==> config.mk <==
export PLATFORM = sky130hd
export DESIGN_NAME = uart_rx
export DESIGN_NICKNAME = d
export VERILOG_FILES = /design/src/rtl/uart_pkg.sv /design/src/rtl/uart_sync.sv /design/src/rtl/uart_rx.sv
export SDC_FILE = /design/constraint.sdc
export NUM_CORES = 1
export LEC_CHECK = 0
export CORE_ASPECT_RATIO = 0.9
export CORE_MARGIN = 2
export CORE_UTILIZATION = 40
export CTS_CLUSTER_DIAMETER = 40
export DETAILED_ROUTE_END_ITERATION = 8
export SYNTH_ARGS = -nofsm -noshare
export SYNTH_HDL_FRONTEND = slang
export SYNTH_HIERARCHICAL = 1
export SYNTH_SLANG_ARGS = --single-unit
==> constraint.sdc <==
create_clock -name clk -period 4.8 [get_ports clk]
set_clock_uncertainty 0.2 [all_clocks]
set_input_delay 1.44 -clock clk [delete_from_list [all_inputs] [get_ports clk]]
set_output_delay 1.44 -clock clk [all_outputs]
set_load 0.005 [all_outputs]
==> src/rtl/uart_pkg.sv <==
// Shared UART definitions: receiver FSM states and default frame geometry.
package uart_pkg;

  localparam int unsigned UART_DATA_BITS  = 8;
  localparam int unsigned UART_OVERSAMPLE = 16;

  typedef enum logic [1:0] {
    IDLE  = 2'd0,
    START = 2'd1,
    DATA  = 2'd2,
    STOP  = 2'd3
  } uart_state_e;

endpackage

==> src/rtl/uart_sync.sv <==
// Multi-stage synchronizer for an asynchronous input; resets to the idle-high level.
module uart_sync #(
  parameter int unsigned SYNC_STAGES = 2
) (
  input  logic clk,
  input  logic reset,
  input  logic d,
  output logic q
);

  logic [SYNC_STAGES-1:0] stage_q;

  // Shift the raw input through the chain; stage 0 is the only one that can go metastable.
  always_ff @(posedge clk) begin
    if (reset) begin
      stage_q <= '1;
    end else begin
      stage_q[0] <= d;
      for (int i = 1; i < SYNC_STAGES; i++) begin
        stage_q[i] <= stage_q[i-1];
      end
    end
  end

  assign q = stage_q[SYNC_STAGES-1];

endmodule

==> src/rtl/uart_rx.sv <==
// 8N1 UART receiver driven by a 16x-baud sample enable; strobes each byte or a framing error.
module uart_rx
  import uart_pkg::*;
#(
  parameter int unsigned DATA_BITS   = UART_DATA_BITS,
  parameter int unsigned OVERSAMPLE  = UART_OVERSAMPLE,
  parameter int unsigned SYNC_STAGES = 2
) (
  input  logic                 clk,
  input  logic                 reset,
  input  logic                 s_tick,
  input  logic                 rx,
  output logic [DATA_BITS-1:0] rx_data,
  output logic                 rx_valid,
  output logic                 frame_err
);

  localparam int unsigned TickW = $clog2(OVERSAMPLE);
  localparam int unsigned BitW  = $clog2(DATA_BITS + 1);

  localparam logic [TickW-1:0] TickMid  = TickW'(OVERSAMPLE / 2 - 1);
  localparam logic [TickW-1:0] TickLast = TickW'(OVERSAMPLE - 1);
  localparam logic [BitW-1:0]  BitLast  = BitW'(DATA_BITS - 1);

  logic                 rxs;
  uart_state_e          state_q;
  logic [TickW-1:0]     tick_cnt_q;
  logic [BitW-1:0]      bit_cnt_q;
  logic [DATA_BITS-1:0] shift_q;
  logic                 prev_q;

  uart_sync #(
    .SYNC_STAGES(SYNC_STAGES)
  ) u_sync (
    .clk  (clk),
    .reset(reset),
    .d    (rx),
    .q    (rxs)
  );

  // Frame FSM: everything advances only on s_tick; the strobes are one clk wide regardless.
  always_ff @(posedge clk) begin
    if (reset) begin
      state_q    <= IDLE;
      tick_cnt_q <= '0;
      bit_cnt_q  <= '0;
      shift_q    <= '0;
      prev_q     <= 1'b1;
      rx_data    <= '0;
      rx_valid   <= 1'b0;
      frame_err  <= 1'b0;
    end else begin
      rx_valid  <= 1'b0;
      frame_err <= 1'b0;
      if (s_tick) begin
        unique case (state_q)
          IDLE: begin
            prev_q <= rxs;
            // Edge, not level: a held-low line (break) never starts a frame.
            if (prev_q && !rxs) begin
              state_q    <= START;
              tick_cnt_q <= '0;
            end
          end
          START: begin
            if (tick_cnt_q == TickMid) begin
              tick_cnt_q <= '0;
              if (!rxs) begin
                state_q   <= DATA;
                bit_cnt_q <= '0;
              end else begin
                // Glitch shorter than half a bit: drop it silently.
                state_q <= IDLE;
                prev_q  <= 1'b1;
              end
            end else begin
              tick_cnt_q <= tick_cnt_q + TickW'(1);
            end
          end
          DATA: begin
            if (tick_cnt_q == TickLast) begin
              tick_cnt_q <= '0;
              shift_q    <= {rxs, shift_q[DATA_BITS-1:1]};
              bit_cnt_q  <= bit_cnt_q + BitW'(1);
              if (bit_cnt_q == BitLast) begin
                state_q <= STOP;
              end
            end else begin
              tick_cnt_q <= tick_cnt_q + TickW'(1);
            end
          end
          STOP: begin
            if (tick_cnt_q == TickLast) begin
              state_q    <= IDLE;
              tick_cnt_q <= '0;
              bit_cnt_q  <= '0;
              // A good stop leaves prev high so a start edge on the very next tick is caught.
              prev_q     <= rxs;
              if (rxs) begin
                rx_data  <= shift_q;
                rx_valid <= 1'b1;
              end else begin
                frame_err <= 1'b1;
              end
            end else begin
              tick_cnt_q <= tick_cnt_q + TickW'(1);
            end
          end
          default: begin
            state_q <= IDLE;
          end
        endcase
      end
    end
  end

endmodule
==> impl_metrics.csv <==
group,metric,value,unit
grt,grt_pass1_vias,910,
grt,overflow,0,
grt,grt_max_degree,34,
critical_path,cp_data_arrival_time,3.47,ns
critical_path,criticalPathCategory,"input port to flop",
final_layout,multi_input_area,676,um^2
sta,setup_viol,0,
sta,holdWs,0.205,ns
placed_design,dp_hpwl,1600,um
cts,cts_max_level,2,
cts,cts_buffers,5,
status,status,"finished, final reports clean",
placed_design,dp_cells,188,
final_layout,syn_to_final_growth,16.3,%
logic_synthesis,synth_area_leader_cell,"dfxtp_1",
power_and_ir_drop,power.density,296,nW/um^2
detailed_routing,wire_per_inst,11.9,um
final_layout,final_nets,159,
critical_path,cp_slowest_cell,"nor3b_2",
die,core_area,3140,um^2
logic_synthesis,synthCells,140,
die,die_w,65.2,um
critical_path,max_stage_delay,0.78,ns
logic_synthesis,synth_common_cells,"dfxtp_1, nor2_1, mux2i_1",
logic_synthesis,synthTopCellsByArea,"dfxtp_1, mux2i_1, nor2_1, nand2_1, a21oi_1",
die,rows,19,
critical_path,r2r-start,"tick_cnt_q[0]",
hold_path,min_path_type,"flop to flop",
logic_synthesis,dominantRegCellSynth,"dfxtp_1",
sta,final.setup.tns,0,ns
cts,cts_resized,0,
cts,root_buffer,"clkbuf_8",
logic_synthesis,ys_async_sr_fraction,0,%
cts,clock_sinks,31,
power_and_ir_drop,peakVddDrop,0.178,mV
logic_synthesis,synth_area,1350,um^2
logic_synthesis,synth_enable_flop_cells,0,
die,chipHeight,59.1,um
detailed_routing,wirelength,2340,um
cts,clk_pin_slew_worst_paths,0.06,ns
logic_synthesis,synth.most_common_cell,"dfxtp_1",
sta,rsz0062_at_grt,"false",
cts,hold_buffers,0,
grt,groute.layer.met2.usage,20.0,%
die,start_util,42.9,%
placed_design,portBuffers,13,
logic_synthesis,ys_types,40,
grt,antenna_found_initial,0,
detailed_routing,drt-initial-drc-count,58,
sta,finalCriticalPeriod,3.50,ns
grt,grt_pass1_wl,4140,um
sta,fmax,0.286,GHz
detailed_routing,num_vias,993,
critical_path,crit_buf_inv,1,
logic_synthesis,syn-num-nets,146,
grt,grt_use_met1,19.1,%
detailed_routing,via_per_inst,5.07,
die,fp.dieArea,3850,um^2
logic_synthesis,synth_top_area_share,46.1,%
critical_path,crit_fanout,11,
placed_design,gp_congestion,0.804,
logic_synthesis,synth.avg_cell_area,9.63,um^2
grt,grt_usage,14.3,%
sta,slew_viol_final,0,
final_layout,diodes,0,
sta,period_share,72.9,%
detailed_routing,drcViolationCount,0,
flow_run,maxCapViolations,0,
critical_path,crit_family,"simple AND/OR/NAND/NOR gates",
critical_path,worst-endpoint-required,4.77,ns
sta,relSlewSlack,24.8,%
logic_synthesis,synth_warnings,6,
sta,tightest_slew,1.13,ns
logic_synthesis,ys_seq_area_share,46.1,%
detailed_routing,first_pass_iters,4,
final_layout,final_cells,196,
final_layout,seq_area,621,um^2
final_layout,drive_above_1_share,9.74,%
power_and_ir_drop,power.leakage,0.486,nW
cts,postCtsSetupBuffers,0,
cts,clk_path_buf_depth,2,
critical_path,crit_path_end_kind,"flop",
final_layout,n_fill_cell,302,
cts,clk_latency,0.28,ns
sta,hold_viol_final,0,
grt,met3_usage,5.13,%
die,ios,14,
hold_path,hold_start,"u_sync/stage_q[0]",
critical_path,cp-start-kind,"input port",
logic_synthesis,yosys_register_bits,31,
critical_path,crit_path_start,"s_tick",
detailed_routing,ant_nets,0,
critical_path,crit_chain,"clkdlybuf4s50_1 -> nand3_2 -> nor3b_2 -> a41oi_1 -> a311oi_1",
grt,busiest_layer,"met2",
cts,cts_tree,"yes",
## per-stage QoR
step | worst slack (ns) | utilization [%] | total power (W) | area, um^2
floorplan | 2.27 | - | 0.000274 | 1350
global placement | 1.08 | 47.4 | 0.000279 | 1490
detailed placement | 1.03 | 47.4 | 0.000279 | 1490
CTS | 1.32 | 50.0 | 0.000469 | 1570
global route | 1.14 | 50.0 | 0.000486 | 1570
finish | 1.30 | 50.0 | 0.000463 | 1570
## cell type report
cell class / instances / share of cell area [%]
clock buffer: 7 / 4.87
tap: 42 / 3.35
inverter: 2 / 0.479
timing repair buffer: 13 / 8.30
clock inverter: 1 / 0.319
multi-input combinational: 100 / 43.1
sequential: 31 / 39.6
## path summary, 6_finish.rpt
| kind | endpoint | slack (ns) | cells after the start |
|---|---|---|---|
| setup / recovery | bit_cnt_q[3] | 1.30 | 5 |
| hold / removal | u_sync/stage_q[1] | 0.20 | 1 |
| setup reg to reg | bit_cnt_q[3] | 2.42 | 5 |
| hold reg to reg | u_sync/stage_q[1] | 0.20 | 1 |
## cells by family (layout without fill, tap and decap cells)
family,after synthesis,count (layout),share of synthesized area [%]
simple gates,58,58,22.7
fa+ha+maj,2,2,1.86
compound gates,22,22,12.3
buf+inv,9,23,3.81
flops,31,31,46.1
mux,18,18,13.4
## flip-flops by register name (all words and copies together) (netlist names), named ones only
register and cells:
bit_cnt_q 4, frame_err 1, prev_q 1, rx_data 8
rx_valid 1, shift_q 8, state_q 1, tick_cnt_q 4
u_sync/stage_q 2
## power by group
group | switching [W] | internal [W] | total, W
combinational | 0.00000781 | 0.00000515 | 0.0000130
sequential | 0.00000175 | 0.000259 | 0.000261
clock | 0.0000884 | 0.000101 | 0.000190
## cells in the final DEF, fill, tap and decap left out, drive strengths merged, types with 2 or more instances in the layout
cell type       n
dfxtp          31
nor2           26
mux2i          18
clkdlybuf4s50  13
nand2           8
a21oi           7
clkbuf          7
nand3           5
nor3            4
o21ai           3
or2             3
inv             2
a311oi          2
nand2b          2
o31ai           2
ha              2
## per-layer routing
layer,vias up,wire length [um]
li1,522,-
met1,451,1270
met2,13,929
met3,7,86
met4,0,52
met5,-,0
Power figures use the tool's default switching activity.
